<file path="config.mk">
export PLATFORM = sky130hd
export DESIGN_NAME = pixel_readout
export DESIGN_NICKNAME = d
export VERILOG_FILES = /design/src/rtl/pixel_readout_pkg.sv /design/src/rtl/pixel_readout_frame_fifo.sv /design/src/rtl/pixel_readout.sv
export SDC_FILE = /design/constraint.sdc
export NUM_CORES = 1
export LEC_CHECK = 0
export BUFFER_PORTS_ARGS = -buffer_cell sky130_fd_sc_hd__buf_2
export CAP_MARGIN = 0
export CORE_ASPECT_RATIO = 1.25
export CORE_UTILIZATION = 40
export CTS_CLUSTER_DIAMETER = 40
export DETAILED_ROUTE_END_ITERATION = 8
export PLACE_DENSITY_LB_ADDON = 0.1
export SKIP_LAST_GASP = 1
export SLEW_MARGIN = 5
export SYNTH_ARGS = -nofsm -noshare
export SYNTH_HDL_FRONTEND = slang
export SYNTH_SLANG_ARGS = --single-unit
export TNS_END_PERCENT = 30
</file>
<file path="constraint.sdc">
create_clock -name clk -period 5.07 [get_ports clk]
set_clock_uncertainty 0.2 [all_clocks]
set_input_delay 0.7605 -clock clk [delete_from_list [all_inputs] [get_ports clk]]
set_output_delay 0.7605 -clock clk [all_outputs]
set_load 0.01 [all_outputs]
</file>
<file path="src/rtl/pixel_readout_pkg.sv">
// pixel_readout_pkg
// Shared sizes, the output FSM state type and a pixel-extraction helper for
// the pixel readout block and its frame buffer.
//   N_PIX    : pixels per frame
//   PIX_W    : bits per pixel
//   N_FRAMES : frames held in the capture buffer
//   FRAME_W  : packed frame width, pixel 1 in the least significant byte
package pixel_readout_pkg;

  localparam int N_PIX    = 4;
  localparam int PIX_W    = 8;
  localparam int N_FRAMES = 2;
  localparam int FRAME_W  = N_PIX * PIX_W;
  localparam int IDX_W    = $clog2(N_PIX);

  typedef enum logic {
    IDLE = 1'b0,
    SEND = 1'b1
  } outState_t;

  // Pixel idx (0-based) of a packed frame; pixel 1 lives in bits [PIX_W-1:0].
  function automatic logic [PIX_W-1:0] getPixel(input logic [FRAME_W-1:0] frame,
                                                input logic [IDX_W-1:0]   idx);
    return frame[idx * PIX_W +: PIX_W];
  endfunction

endpackage

</file>
<file path="src/rtl/pixel_readout_frame_fifo.sv">
// frame_fifo
// Two-entry frame buffer between the capture logic and the output streamer.
// Ports:
//   clk, reset : system clock, synchronous active-high reset (empties buffer)
//   i_push     : store i_data; ignored when full unless a pop happens too
//   i_pop      : release the oldest frame; ignored when empty
//   i_data     : frame to store
//   o_head     : oldest stored frame
//   o_second   : frame behind the head (meaningful only when full)
//   o_full     : all entries occupied
//   o_empty    : no entries occupied
module frame_fifo
  import pixel_readout_pkg::*;
(
  input  logic               clk,
  input  logic               reset,
  input  logic               i_push,
  input  logic               i_pop,
  input  logic [FRAME_W-1:0] i_data,
  output logic [FRAME_W-1:0] o_head,
  output logic [FRAME_W-1:0] o_second,
  output logic               o_full,
  output logic               o_empty
);

  localparam int PTR_W = $clog2(N_FRAMES);
  localparam int CNT_W = PTR_W + 1;

  logic [FRAME_W-1:0] r_mem [N_FRAMES];
  logic [PTR_W-1:0]   r_rdPtr;
  logic [PTR_W-1:0]   r_wrPtr;
  logic [CNT_W-1:0]   r_count;

  logic               w_doPush;
  logic               w_doPop;
  logic [PTR_W-1:0]   w_rdNext;
  logic [PTR_W-1:0]   w_wrNext;

  assign o_full   = (r_count == CNT_W'(N_FRAMES));
  assign o_empty  = (r_count == '0);

  // A push into a full buffer is still taken when the head leaves in the
  // same cycle; the write lands in the slot that is being freed.
  assign w_doPush = i_push && (!o_full || i_pop);
  assign w_doPop  = i_pop && !o_empty;

  assign w_rdNext = (r_rdPtr == PTR_W'(N_FRAMES - 1)) ? '0 : r_rdPtr + 1'b1;
  assign w_wrNext = (r_wrPtr == PTR_W'(N_FRAMES - 1)) ? '0 : r_wrPtr + 1'b1;

  assign o_head   = r_mem[r_rdPtr];
  assign o_second = r_mem[w_rdNext];

  always_ff @(posedge clk) begin
    if (reset) begin
      r_rdPtr <= '0;
      r_wrPtr <= '0;
      r_count <= '0;
      for (int i = 0; i < N_FRAMES; i++) begin
        r_mem[i] <= '0;
      end
    end else begin
      if (w_doPush) begin
        r_mem[r_wrPtr] <= i_data;
        r_wrPtr        <= w_wrNext;
      end
      if (w_doPop) begin
        r_rdPtr <= w_rdNext;
      end
      case ({w_doPush, w_doPop})
        2'b10:   r_count <= r_count + 1'b1;
        2'b01:   r_count <= r_count - 1'b1;
        default: r_count <= r_count;
      endcase
    end
  end

endmodule

</file>
<file path="src/rtl/pixel_readout.sv">
// pixel_readout
// Generates the ADC ramp for the pixel array, captures one 4-pixel frame per
// read phase into a 2-frame buffer and streams the pixels out over a
// valid/ready interface.
// Ports:
//   clk, reset          : system clock, synchronous active-high reset
//   convert             : array convert phase; ramp_code counts while high
//   read                : array read phase; pixel buses valid from 2nd cycle
//   pixData1..pixData4  : pixel bus values
//   ramp_code           : ADC ramp code, saturating at 255, 0 outside convert
//   out_data/out_valid  : streamed pixel and its valid flag
//   out_ready           : downstream accepts out_data
//   out_last            : high while pixel 4 of a frame is presented
//   overflow            : sticky, a captured frame was dropped (buffer full)
//   short_read          : sticky, a read phase of a single cycle occurred
//   frame_cnt           : wrapping count of fully delivered frames
module pixel_readout
  import pixel_readout_pkg::*;
(
  input  logic       clk,
  input  logic       reset,
  input  logic       convert,
  input  logic       read,
  input  logic [7:0] pixData1,
  input  logic [7:0] pixData2,
  input  logic [7:0] pixData3,
  input  logic [7:0] pixData4,
  output logic [7:0] ramp_code,
  output logic [7:0] out_data,
  output logic       out_valid,
  input  logic       out_ready,
  output logic       out_last,
  output logic       overflow,
  output logic       short_read,
  output logic [7:0] frame_cnt
);

  logic [PIX_W-1:0]   r_ramp;
  logic               r_readQ;
  logic               r_captured;
  logic               r_overflow;
  logic               r_shortRead;
  logic [7:0]         r_frameCnt;

  outState_t          r_state;
  logic [IDX_W-1:0]   r_pixIdx;
  logic               r_outValid;
  logic [PIX_W-1:0]   r_outData;
  logic               r_outLast;

  outState_t          w_stateNext;
  logic [IDX_W-1:0]   w_idxNext;
  logic               w_validNext;
  logic [PIX_W-1:0]   w_dataNext;
  logic               w_lastNext;

  logic [FRAME_W-1:0] w_frame;
  logic [FRAME_W-1:0] w_head;
  logic [FRAME_W-1:0] w_second;
  logic               w_full;
  logic               w_empty;
  logic               w_capture;
  logic               w_lastHs;
  logic               w_drop;

  assign w_frame   = {pixData4, pixData3, pixData2, pixData1};

  // The first cycle of a read phase is bus turnaround; sample on the second
  // and only once per phase.
  assign w_capture = read && r_readQ && !r_captured;
  assign w_lastHs  = r_outValid && out_ready && r_outLast;
  assign w_drop    = w_capture && w_full && !w_lastHs;

  frame_fifo u_fifo (
    .clk      (clk),
    .reset    (reset),
    .i_push   (w_capture),
    .i_pop    (w_lastHs),
    .i_data   (w_frame),
    .o_head   (w_head),
    .o_second (w_second),
    .o_full   (w_full),
    .o_empty  (w_empty)
  );

  // Ramp, read-phase tracking and status flags.
  always_ff @(posedge clk) begin
    if (reset) begin
      r_ramp      <= '0;
      r_readQ     <= 1'b0;
      r_captured  <= 1'b0;
      r_overflow  <= 1'b0;
      r_shortRead <= 1'b0;
      r_frameCnt  <= '0;
    end else begin
      if (convert) begin
        if (r_ramp != 8'hFF) begin
          r_ramp <= r_ramp + 8'd1;
        end
      end else begin
        r_ramp <= '0;
      end

      r_readQ <= read;

      if (!read) begin
        r_captured <= 1'b0;
      end else if (w_capture) begin
        r_captured <= 1'b1;
      end

      if (w_drop) begin
        r_overflow <= 1'b1;
      end

      // Phase ending without ever reaching its capture cycle.
      if (!read && r_readQ && !r_captured) begin
        r_shortRead <= 1'b1;
      end

      if (w_lastHs) begin
        r_frameCnt <= r_frameCnt + 8'd1;
      end
    end
  end

  // Output FSM state and registered stream outputs.
  always_ff @(posedge clk) begin
    if (reset) begin
      r_state    <= IDLE;
      r_pixIdx   <= '0;
      r_outValid <= 1'b0;
      r_outData  <= '0;
      r_outLast  <= 1'b0;
    end else begin
      r_state    <= w_stateNext;
      r_pixIdx   <= w_idxNext;
      r_outValid <= w_validNext;
      r_outData  <= w_dataNext;
      r_outLast  <= w_lastNext;
    end
  end

  // Next-state and next-output logic. Outputs are computed one cycle ahead
  // so that every stream output comes straight from a flop. On the last
  // handshake the frame behind the head is the next one to stream, which is
  // why the buffer exposes its second entry.
  always_comb begin
    w_stateNext = r_state;
    w_idxNext   = r_pixIdx;
    w_validNext = r_outValid;
    w_dataNext  = r_outData;
    w_lastNext  = r_outLast;
    case (r_state)
      IDLE: begin
        if (!w_empty) begin
          w_stateNext = SEND;
          w_idxNext   = '0;
          w_validNext = 1'b1;
          w_dataNext  = getPixel(w_head, '0);
          w_lastNext  = 1'b0;
        end
      end
      SEND: begin
        if (r_outValid && out_ready) begin
          if (r_outLast) begin
            w_idxNext  = '0;
            w_lastNext = 1'b0;
            if (w_full) begin
              w_stateNext = SEND;
              w_validNext = 1'b1;
              w_dataNext  = getPixel(w_second, '0);
            end else begin
              w_stateNext = IDLE;
              w_validNext = 1'b0;
              w_dataNext  = '0;
            end
          end else begin
            w_idxNext  = r_pixIdx + 1'b1;
            w_dataNext = getPixel(w_head, r_pixIdx + 1'b1);
            w_lastNext = ((r_pixIdx + 1'b1) == IDX_W'(N_PIX - 1));
          end
        end
      end
      default: begin
        w_stateNext = IDLE;
      end
    endcase
  end

  assign ramp_code  = r_ramp;
  assign out_data   = r_outData;
  assign out_valid  = r_outValid;
  assign out_last   = r_outLast;
  assign overflow   = r_overflow;
  assign short_read = r_shortRead;
  assign frame_cnt  = r_frameCnt;

endmodule

</file>
Word level (Yosys, flattened, before mapping)
Memories as Yosys holds them, arrays and structs flattened. A register that Yosys moved wholly into a read port is not among the register bits.
Cells that the tools add are included.
Storage, ports and cells
  register bits after elaboration: 37
  latch bits: 0
  RAM bits: 64
  ROM bits: 0
  logic and storage cells: 92
  memories: 1
Operators by class
  add/subtract/negate cells: 7
  multiply operators: 0
  divide/modulo/power cells: 0
  $lt $le $gt $ge: 0
  equality and inequality tests: 8
  shifts and indexed selects: 1
  muxes and demuxes: 35
  bitwise gates (word level): 3
  reduce and logical (&&, ||, !) cells: 23
Memory list
  u_fifo.r_mem: words 2, width 32, read ports 2, clocked after Yosys merged registers in 1, wr ports 2, RTL line pixel_readout_frame_fifo.sv:29  | logic [FRAME_W-1:0] r_mem [N_FRAMES];
Operator list (count)
  32-bit two-way mux: 1
  8-bit two-way mux: 4
  32-bit OR reduction: 1
  32-bit by 6-bit variable part select with 8-bit output: 1
  1-bit two-way mux: 21
  8-bit by 1-bit adder with 8-bit output, second input constant: 2
  8-bit case mux with 2 select lines: 1
  1-bit logical AND: 10
  8-bit != test, second input constant: 1
  2-bit case mux with 2 select lines: 2
  2-bit == test, second input constant: 3
  2-bit two-way mux: 3
  1-bit case mux with 2 select lines: 3
  1-bit zero test: 5
  2-bit by 1-bit adder with 2-bit output, second input constant: 2
  2-bit by 1-bit != test with 1-bit output, second input constant: 2
  2-bit OR reduction: 2
  1-bit inverter: 3
  3-bit AND reduction: 1
  1-bit adder, second input constant: 2
  2-bit by 1-bit == test with 1-bit output, second input constant: 1
  2-bit zero test: 1
  2-bit != test, second input constant: 1
  2-bit AND reduction: 1
  3 further kinds: 3

Depth between registers and ports, before layout
Gate-level depths: netlist of the first run.
  depth after elaboration: 9
  depth in mapped cells: 8
  gate-level depth less buffers: 6

Modules after synthesis
A second synthesis of the first run with hierarchy kept.
Second synthesis, totals
  cells, all modules: 431
  area, all modules: 5187.5 um^2
By module, submodules not included
  frame_fifo: times used 1, cells an instance 233, area an instance 3413.3 um^2, seq. area each 2021.9 um^2
  pixel_readout: times used 1, cells an instance 198, area an instance 1774.2 um^2, seq. area each 660.6 um^2

Worst setup path before layout of the first run
No wires, ideal clock.
  path kind: input to register
  start: input port out_ready
  end: memory u_fifo.r_mem[0][0] (netlist name), enable pin
  data arrival time: 2.774 ns
  data required time: 4.442 ns
  setup slack: 1.668 ns
  cell stages on the path: 4
  cell sequence: and3_2 buf_4 o211ai_1 o21bai_1
RTL lines
  from (decl): RTL line pixel_readout.sv:31  | input logic out_ready,
  to (decl): RTL line pixel_readout_frame_fifo.sv:29

==> results.md, run 1 <==
* Status: finished, final reports clean
* Min Hold Slack at 0.263 ns
* Critical-path maximum fanout at 37
* R2R Path Start: out_last$_SDFFE_PP0P_
* Design area at 0.00538 mm²
* Clk buf depth at 2
* Setup crit start kind: input port
* I/O Buffers at 64
* Chip width at roughly 99 µm
* Drt drc at 0
* Synth area leaders: edfxtp_1 (41%), dfxtp_1 (16%), and2_1 (8.5%)
* Final period util at 54.6%
* WS Path Type: in -> reg
* CTS Sinks at 102
* Max-slew headroom at 49.4%
* RSZ-0062 raised after global routing: false
* Worst Min Path Start: short_read$_SDFFE_PP0P_
* R2R Path End: u_fifo.r_mem[1][8]$_SDFFCE_PN0P_
* Cts repair resizes at 0
* Initial Utilization at a little over two fifths
* Static Leak at 2.02 nW
* Yosys reg bits at 102
* Gpl congestion at 0.754
* Synth warn at 0
* N_diodes at 0
* Worst Path Buf+Inv at 2
* Maxcap violations at 0
* DRT iter0 DRCs at 102
* Core area at 0.0113 mm²
* Post-Syn Area at 0.00471 mm²
* Drt total wl at 9.20 mm
* P&R area growth vs syn at 14.1%
* Hold Path Depth at 2
* Share of layout cells above drive strength 1 at 20.9%
* Final setup violation count at 0
* Hold endpoint: short_read$_SDFFE_PP0P_
* Power per cell area at 320 mW/mm²
* Final core utilization at between 40% and 50%
* Post-CTS Setup Bufs at 0
* Final Non-Filler Cells at 580
* Cell row count at 43
* Peak Freq at ~360 MHz
* Root buffer cell: clkbuf_16
* Worst-skew pair later-pin latency at 0.34 ns
* Crit path time final at 2.77 ns
* Critical Path Max Stage Delay at 0.67 ns
* Setup crit end kind: flop
* Worst-margin pin slew at 0.760 ns
* Yosys top cell by area: edfxtp_1
* Total gr overflow at 0
* Crit path max-delay family: simple AND/OR/NAND/NOR gates
* Crit path DAT at 2.54 ns
* I/O pin cnt at 65
* Largest net degree at the start of global routing at 38
* Prevailing post-synth register cell: edfxtp_1
* H-tree levels at 3
* Chip height at roughly 120 µm
* Setup tns final at 0 ns
* Initial DRT Pass Iterations at 4
* Ys async rst share at 0%
* Synthesized area per cell at around 12 µm²
* Max stage delay cell, worst path: or2_2
* Die footprint at around 0.012 mm²
* Cell count after placement at 564
* Number of global-route vias before repair at 3042
* Antenna viol nets, final at 0
* Worst Path Required at 4.84 ns
* Vias/cell at 5.21
* Fin. max-slew vios at 0
* Dpl cell area at 0.00507 mm²
* DR vias at 3022
* Worst-path cell chain: buf_2, nor2_1, and4b_1, buf_4, or2_2
* CTS tree: done
* Routed length per instance at between 15 and 20 µm
* Mapped Cells at 386
* TritonCTS buffer count at 9
* Mapped Nets at approximately 430
* Initial antenna violation count at 0
* Clock-pin slew on the worst setup and hold paths at approximately 0.07 ns
* Final Hold Fails at 0
* Synth cell types at 50
* Post-layout nets at 481
* Worst r2r path cells at 5
* Hold-fix buffers, CTS at 0
* First-pass GRT wire length at between 15 and 20 mm
* Peak VDD IR at 130 µV
* Total track usage at 16.3%
* DP HPWL at 6.21 mm
* Seq/Total Area, Yosys at 56.9%
* Min-delay worst type: reg -> reg
* FF-to-FF setup slack at 2.32 ns
* Fill count at 1046
* Number of synthesized flops with an enable pin at 64
* Yosys top cell area share at 40.8%
-- registers in the layout, summed over array words and instances, names as in the netlist, named ones only --
signal and count:
ramp_code 8, frame_cnt 8, r_readQ 1, overflow 1, u_fifo.r_wrPtr 1, u_fifo.r_mem 64, u_fifo.r_count 2, short_read 1
r_captured 1, u_fifo.r_rdPtr 1, out_data 8, r_state 1, out_last 1, out_valid 1, r_pixIdx 2
-- kinds of logic after synthesis --
group	share of synthesized area [%]
fa+ha+maj	1.06
compound gates	7.56
simple gates	18.8
xor+xnor	2.42
mux	9.79
buf+inv	3.45
flops	56.9
-- power breakdown --
group	switching (mW)	internal [mW]	total, mW
clock network	0.286	0.413	0.699
registers	0.0168	0.912	0.929
logic	0.0531	0.0400	0.0931
-- how the worst max path moves through the flow --
stage / endpoint / startpoint / cells past startpoint / slack [ns]
after floorplan: u_fifo.r_mem[0][0]$_SDFFCE_PN0P_ / out_ready / 4 / 1.67
after global placement: u_fifo.r_mem[1][9]$_SDFFCE_PN0P_ / reset / 5 / 1.97
after detailed placement: u_fifo.r_mem[1][9]$_SDFFCE_PN0P_ / reset / 5 / 1.90
after CTS: u_fifo.r_mem[1][28]$_SDFFCE_PN0P_ / out_last$_SDFFE_PP0P_ / 5 / 2.24
after global routing: u_fifo.r_mem[1][14]$_SDFFCE_PN0P_ / reset / 5 / 2.10
final: u_fifo.r_mem[1][8]$_SDFFCE_PN0P_ / reset / 5 / 2.30
-- layer usage --
metal	track usage (%)	wire (µm)	vias to the layer above	share of wire (%)
li1	-	-	1519	-
met1	19.8	4100	1427	45
met2	28.5	4660	72	51
met3	2.20	375	4	4.1
met4	8.00	65	0	0.71
met5	0	0	-	0
-- Yosys cell counts, types with 2 or more instances --
| library cell | instances |
|---|---|
| and2_1 | 64 |
| edfxtp_1 | 64 |
| dfxtp_1 | 38 |
| nor2_1 | 29 |
| mux2i_1 | 27 |
| a211oi_1 | 10 |
| a21oi_1 | 9 |
| clkbuf_1 | 9 |
| o21ai_0 | 9 |
| nand2_1 | 8 |
| nor2b_1 | 8 |
| nor3_1 | 8 |
| o22ai_1 | 8 |
| xnor2_1 | 8 |
| nand3b_1 | 7 |
| clkbuf_2 | 6 |
| nand3_1 | 6 |
| mux4_2 | 5 |
| o41ai_1 | 5 |
| xor2_1 | 5 |
| ha_1 | 4 |
| nand2b_1 | 4 |
| nand4_1 | 4 |
| a31oi_1 | 3 |
| buf_2 | 3 |
| buf_6 | 3 |
| mux4_1 | 3 |
| o21a_1 | 3 |
| and3_1 | 2 |
| and4b_1 | 2 |
| inv_1 | 2 |
| or3_1 | 2 |
-- layout make-up --
cell class	count	area, µm²	area share [%]
clock buffers	13	262	4.86
clock inverters	3	41.3	0.768
inverters	2	7.51	0.140
multi-input cells	258	1870	34.8
flip-flops and latches	102	2680	49.9
well taps	135	169	3.14
repair buffers	67	343	6.38
-- through the flow --
stage / setup WS, ns / total power [mW]
after floorplan: 1.67 / 1.00
after global placement: 1.97 / 1.04
after detailed placement: 1.90 / 1.04
after CTS: 2.24 / 1.74
after global routing: 2.10 / 1.79
final: 2.30 / 1.72
-- worst register-to-register path, stage by stage (launching register included) --
cell     delay [ns]
dfxtp_1        0.53
and3_2         0.37
nor2_4         0.06
and4b_1        0.25
buf_4          0.28
or2_2          0.67
-- cell usage in the layout (no fill, tap or decap), types with 6 or more instances in the layout --
cell / netlist / routed
nand3_1: 6 / 6
a211oi_1: 10 / 10
edfxtp_1: 64 / 64
nand3b_1: 7 / 7
o22ai_1: 8 / 8
buf_2: 3 / 64
nand2_1: 8 / 8
clkbuf_16: 0 / 10
xnor2_1: 8 / 8
mux2i_1: 27 / 27
nor2b_1: 8 / 8
nor2_1: 29 / 29
o21ai_0: 9 / 9
a21oi_1: 9 / 9
dfxtp_1: 38 / 38
and2_1: 64 / 64
nor3_1: 8 / 8
No activity file was read; power rests on OpenSTA's default activity.
==> run 2: changes to the inputs <==
--- a/config.mk
+++ b/config.mk
@@ -5,6 +5,7 @@
 export SDC_FILE = /design/constraint.sdc
 export NUM_CORES = 1
 export LEC_CHECK = 0
+export ABC_AREA = 1
 export BUFFER_PORTS_ARGS = -buffer_cell sky130_fd_sc_hd__buf_2
 export CAP_MARGIN = 0
 export CORE_ASPECT_RATIO = 1.25
==> constraint.sdc (replaced) <==
create_clock -name clk -period 2.39 [get_ports clk]
set_clock_uncertainty 0.2 [all_clocks]
set_input_delay 0.3585 -clock clk [delete_from_list [all_inputs] [get_ports clk]]
set_output_delay 0.3585 -clock clk [all_outputs]
set_load 0.01 [all_outputs]
==> results.md, run 2 <==
* Synth cell types at 33
* Final Hold Fails at 0
* Worst Path Required at 2.46 ns
* Crit path time final at roughly 2.2 ns
* Peak Freq at between 400 and 500 MHz
* Core area at between 0.01 and 0.015 mm²
* Worst-margin pin slew at around 0.6 ns
* Ys async rst share at 0%
* I/O Buffers at between 60 and 70
* Maxcap violations at 0
* Setup ws final at 0.165 ns
* Max FFs per register at 64
* Worst-skew pair later-pin latency at 0.34 ns
* Post-Place Setup Slack at 0.172 ns
* Initial antenna violation count at 0
* Total gr overflow at 0
* WS Path Type: reg -> reg
* Cell row count at 44
* Worst Min Path Start: read
* Gpl congestion at ~0.84
* Synth warn at 0
* R2R Path Start: r_pixIdx[0]$_SDFFE_PP0P_
* Synthesized area per cell at a little over 8 µm²
* Setup crit start kind: flop
* CTS tree: done
* Footprint of the multi-input gates at 0.00171 mm²
* Largest register by flop count: u_fifo.r_mem
* Final setup violation count at 0
* Die footprint at 0.0125 mm²
* Commonest non-fill, non-tap cells in the layout: nand2_1 (146), nor2_1 (98), inv_1 (77)
* Number of global-route vias before repair at 3882
* Fill count at 1210
* Reg area at 0.00268 mm²
* Root buffer cell: clkbuf_16
* Dpl cell area at 0.00534 mm²
* Post-Syn Area at 0.00481 mm²
* Initial Utilization at approximately two fifths
* Seq/Total Area, Yosys at between 50% and 60%
* Most common cell after layout, fill and taps aside: nand2_1
* First-pass GRT wire length at approximately 18 mm
* DR vias at between 3000 and 4000
* RSZ-0062 raised after global routing: false
* Final period util at 93.1%
* Synth top cells by count: nand2_1 (147), nor2_1 (98), inv_1 (77)
* Cts repair resizes at 0
* Critical-path maximum fanout at 10
* Mapped Nets at 620
* Chip width at 100 µm
* Total track usage at 19.1%
* TritonCTS buffer count at 9
* Power per cell area at 659 mW/mm²
* DP HPWL at 7.69 mm
* Most frequent cell after synthesis: nand2_1
* Setup crit end kind: flop
* DRT iter0 DRCs at 225
* Min-delay worst type: in -> reg
* Yosys top cell by area: edfxtp_1
* Post-CTS Setup Bufs at 0
* Fin. max-slew vios at 0
* Max-slew headroom at 60.9%
* Design area at between 0.005 and 0.006 mm²
* Chip height at approximately 120 µm
* N_diodes at 0
* Static Leak at around 2.6 nW
* Post-layout nets at 688
* Peak VDD IR at 266 µV
* Drt drc at 0
* Crit path launch: r_pixIdx[0]$_SDFFE_PP0P_
* Final core utilization at 48.3%
* Crit path DAT at 2.29 ns
* Synth area leaders: edfxtp_1 (40%), dfxtp_1 (16%), nand2_1 (11%)
* Initial DRT Pass Iterations at 6
* Number of synthesized flops with an enable pin at 64
* H-tree levels at 3
* Yosys top cell area share at 39.9%
* P&R area growth vs syn at 17.2%
* I/O pin cnt at 65
* Drt total wl at about 11 mm
* Clk buf depth at 2
* Share of layout cells above drive strength 1 at 16.9%
* Routed length per instance at roughly 14 µm
* Largest net degree at the start of global routing at 41
* Prevailing post-synth register cell: edfxtp_1
* CTS Sinks at between 100 and 150
* Yosys reg bits at 102
* Clock-pin slew on the worst setup and hold paths at approximately 0.070 ns
* Antenna viol nets, final at 0
* Status: finished, final reports clean
* Vias/cell at around 4.8
* Mapped Cells at 579
* Hold-fix buffers, CTS at 0
run 2: cell types whose count changed after synthesis, sizes merged, moves of 9 or more:
cell / previous run / this run
nand3: 6 / 22
nand2: 8 / 150
clkbuf: 15 / 5
a211oi: 10 / 1
and2: 64 / 0
mux2i: 27 / 0
o21ai: 9 / 40
nor2: 31 / 107
a21oi: 9 / 31
inv: 2 / 80
run 2: kinds of logic (layout without fill, tap and decap cells):
group,after synthesis,after routing,share of synthesized area [%]
adder cells (fa/ha/maj),4,4,1.04
XOR/XNOR,2,2,0.364
flip-flops,102,102,55.7
buffers and inverters,100,173,8.86
AO/OA/AOI/OAI,80,80,8.73
AND/OR/NAND/NOR,291,291,25.3
run 2: worst paths after layout:
kind,to,slack [ns],cells past startpoint
setup / recovery,out_data[5]$_SDFFE_PP0P_,0.16,10
hold / removal,r_readQ$_SDFF_PP0_,0.08,3
setup reg to reg,out_data[5]$_SDFFE_PP0P_,0.16,10
hold reg to reg,short_read$_SDFFE_PP0P_,0.25,2
run 2: layer usage:
metal | track usage [%] | wire length (µm)
met1 | 22.6 | 4810
met2 | 33.6 | 5580
met3 | 3.59 | 384
met4 | 7.42 | 202
met5 | 0 | 0
run 2: cell type report:
class / count / area share [%]
clock buffers: 11 / 4.48
repair buffers: 77 / 7.85
clock inverters: 5 / 0.843
inverters: 80 / 5.41
flip-flops and latches: 102 / 47.6
well taps: 161 / 3.57
multi-input cells: 377 / 30.3
run 2: power by group:
| group | switching (mW) | internal [mW] | total (mW) | leakage [nW] |
|---|---|---|---|---|
| logic | 0.167 | 0.0975 | 0.264 | 1.51 |
| registers | 0.0339 | 1.94 | 1.97 | 0.975 |
| clock network | 0.621 | 0.859 | 1.48 | 0.150 |
| total | 0.821 | 2.90 | 3.72 | 2.63 |
run 2: worst max-delay path, cell delays in order, from the launching register on:
cell	delay, ns
dfxtp_1	0.50
inv_2	0.15
ha_1	0.37
inv_1	0.05
nor2_1	0.29
nand3_1	0.17
nand2_1	0.09
nand2_1	0.06
nand3_1	0.07
nand2_1	0.06
a21oi_1	0.13
run 2: metrics by stage:
stage / cells / TNS (ns) / total power [mW] / hold WS, ns
floorplan: 579 / -1.10 / 2.16 / 0.240
global placement: 797 / 0 / 2.28 / 0.235
detailed placement: 797 / 0 / 2.28 / 0.242
CTS: 813 / 0 / 3.75 / 0.0628
global route: 813 / 0 / 3.85 / 0.0824
finish: 813 / 0 / 3.72 / 0.0761
==> run 3: changes to the inputs <==
--- a/config.mk
+++ b/config.mk
@@ -7,7 +7,7 @@
 export LEC_CHECK = 0
 export ABC_AREA = 1
 export BUFFER_PORTS_ARGS = -buffer_cell sky130_fd_sc_hd__buf_2
-export CAP_MARGIN = 0
+export CAP_MARGIN = 20
 export CORE_ASPECT_RATIO = 1.25
 export CORE_UTILIZATION = 40
 export CTS_CLUSTER_DIAMETER = 40
==> constraint.sdc (replaced) <==
create_clock -name clk -period 2.39 [get_ports clk]
set_clock_uncertainty 0.2 [all_clocks]
set_input_delay 0.1195 -clock clk [delete_from_list [all_inputs] [get_ports clk]]
set_output_delay 0.1195 -clock clk [all_outputs]
set_load 0.01 [all_outputs]
==> results.md, run 3 (synthesis results as in run 2) <==
* Cell count after placement at slightly below 800
* H-tree levels at 3
* Total track usage at 19.8%
* Clk buf depth at 2
* Pwr Total at 3.93 mW
* DR vias at 3992
* Crit path launch: r_pixIdx[0]$_SDFFE_PP0P_
* Vias/cell at 4.71
* Net Sw Power at 0.845 mW
* I/O Buffers at 64
* Peak Freq at a little under 500 MHz
* First-pass GRT wire length at 18.9 mm
* P&R area growth vs syn at 25.4%
* Worst-skew pair later-pin latency at 0.34 ns
* Chip height at 125 µm
* CTS tree: done
* Post-CTS Setup Bufs at 0
* Routed length per instance at 13.5 µm
* Static Leak at 2.80 nW
* Critical-path maximum fanout at 10
* Most common cell after layout, fill and taps aside: nand2_1
* Worst r2r path cells at 10
* Die footprint at 0.0125 mm²
* RSZ-0062 raised after global routing: false
* Max stage delay cell, worst path: dfxtp_2
* Initial DRT Pass Iterations at 4
* Critical Path Max Stage Delay at 0.43 ns
* R2R Path Start: r_pixIdx[0]$_SDFFE_PP0P_
* Chip width at 100 µm
* Largest register by flop count: u_fifo.r_mem
* Min Hold Slack at 0.111 ns
* Gpl congestion at 0.899
* Worst Min Path Start: out_ready
* Clock-pin slew on the worst setup and hold paths at 0.07 ns
* Hold Path Depth at 4
* N_diodes at 0
* Combinational power share at 7.9%
* Worst-path cell chain: inv_2, ha_1, inv_1, nor2_1, nand3_1, nand2_1, nand2_1, nand3_1, nand2_1, a21oi_1
* Share of layout cells above drive strength 1 at 16.2%
* Setup tns final at 0 ns
* Final setup violation count at 0
* Pint at 3.08 mW
* Drt total wl at 11.4 mm
* Initial Utilization at 41.3%
* Most frequent CP cell: nand2_1
* Drt drc at 0
* Max-slew headroom at 60.8%
* Setup crit end kind: flop
* Number of global-route vias before repair at 3999
* Antenna viol nets, final at 0
* Sw Share at 21.5%
* Crit path time final at 2.05 ns
* Root buffer cell: clkbuf_16
* Crit path DAT at about 2.1 ns
* Status: finished, final reports clean
* Min-delay worst type: in -> reg
* Worst Path Required at 2.46 ns
* Final period util at a little under nine tenths
* Crit path max-delay family: simple AND/OR/NAND/NOR gates
* Cell row count at 44
* WS Path Type: reg -> reg
* DP HPWL at 7.63 mm
* Part of the power in the clock network at 41.8%
* Worst Path Buf+Inv at 2
* Total gr overflow at 0
* Setup crit start kind: flop
* Maxcap violations at 0
* Core area at 0.0117 mm²
* Crit path depth at 10
* DRT iter0 DRCs at 259
* Initial antenna violation count at 0
* Largest net degree at the start of global routing at 34
* Worst-margin pin slew at a little under 0.6 ns
* TritonCTS buffer count at 9
* Commonest non-fill, non-tap cells in the layout: nand2_1 (146), nor2_1 (98), inv_1 (77)
* Power per cell area at 651 mW/mm²
* Fin. max-slew vios at 0
* Max FFs per register at 64
* CTS Sinks at 102
* Final Hold Fails at 0
* Final Non-Filler Cells at 848
* Sequential power share at approximately 50%
* Post-layout nets at slightly above 700
* I/O pin cnt at 65
* Peak VDD IR at 407 µV
-- run 3: changes by cell type in the layout (fill, tap and decap cells not counted), sizes merged --
| cell | before | now |
|---|---|---|
| buf | 77 | 76 |
| bufinv | 1 | 2 |
| clkinv | 4 | 2 |
| dlygate4sd3 | 0 | 36 |
| inv | 80 | 81 |
-- run 3: per-layer routing --
| layer | wire length, µm | share of wire [%] | GRT usage [%] |
|---|---|---|---|
| met1 | 4880 | 43 | 22.9 |
| met2 | 5770 | 51 | 35.0 |
| met3 | 477 | 4.2 | 2.75 |
| met4 | 279 | 2.4 | 9.97 |
| met5 | 0 | 0 | 0 |
-- run 3: layout make-up --
type,instances,area (µm²)
fillers,1162,5640
flip-flops and latches,102,2680
multi-input cells,377,1710
repair buffers,112,796
inverters,80,305
clock buffers,11,264
well taps,161,201
clock inverters,5,77.6
-- run 3: worst reg2reg max path: cells and delay by family, from the launching register on --
family          cells  cell delay [ns]
buf+inv             2             0.18
fa+ha+maj           1             0.37
compound gates      1             0.14
simple gates        6             0.66
flops               1             0.43
-- run 3: repair_timing --
| item | in CTS | in global routing |
|---|---|---|
| resized for setup | 0 | 1 |
| hold endpoints to repair | 80 | 0 |
| hold buffers | 36 | 0 |
| endpoints found under the setup margin | 0 | 3 |
-- run 3: path summary, 6_finish.rpt --
kind,to,slack [ns]
worst max-delay path,out_data[3]$_SDFFE_PP0P_,0.34
worst min-delay path,frame_cnt[0]$_SDFFE_PP0P_,0.11
worst max register to register,out_data[3]$_SDFFE_PP0P_,0.34
worst min register to register,short_read$_SDFFE_PP0P_,0.25
-- run 3: metrics by stage --
step | instance area, µm² | setup WS [ns] | utilization (%)
6_report | 6040 | 0.340 | 51.7
5_1_grt | 6040 | 0.0892 | 51.7
4_1_cts | 6030 | 0.230 | 51.7
3_5_place_dp | 5330 | 0.254 | 45.7
3_3_place_gp | 5330 | 0.302 | 45.7
2_1_floorplan | 4820 | -0.0345 | -
-- run 3: power groups by stage --
| stage | Clock, mW | Sequential, mW | Combinational (mW) |
|---|---|---|---|
| floorplan | 0 | 2.01 | 0.147 |
| global placement | 0 | 2.01 | 0.267 |
| detailed placement | 0 | 2.01 | 0.268 |
| CTS | 1.67 | 1.97 | 0.314 |
| global route | 1.75 | 1.98 | 0.351 |
| finish | 1.64 | 1.97 | 0.311 |
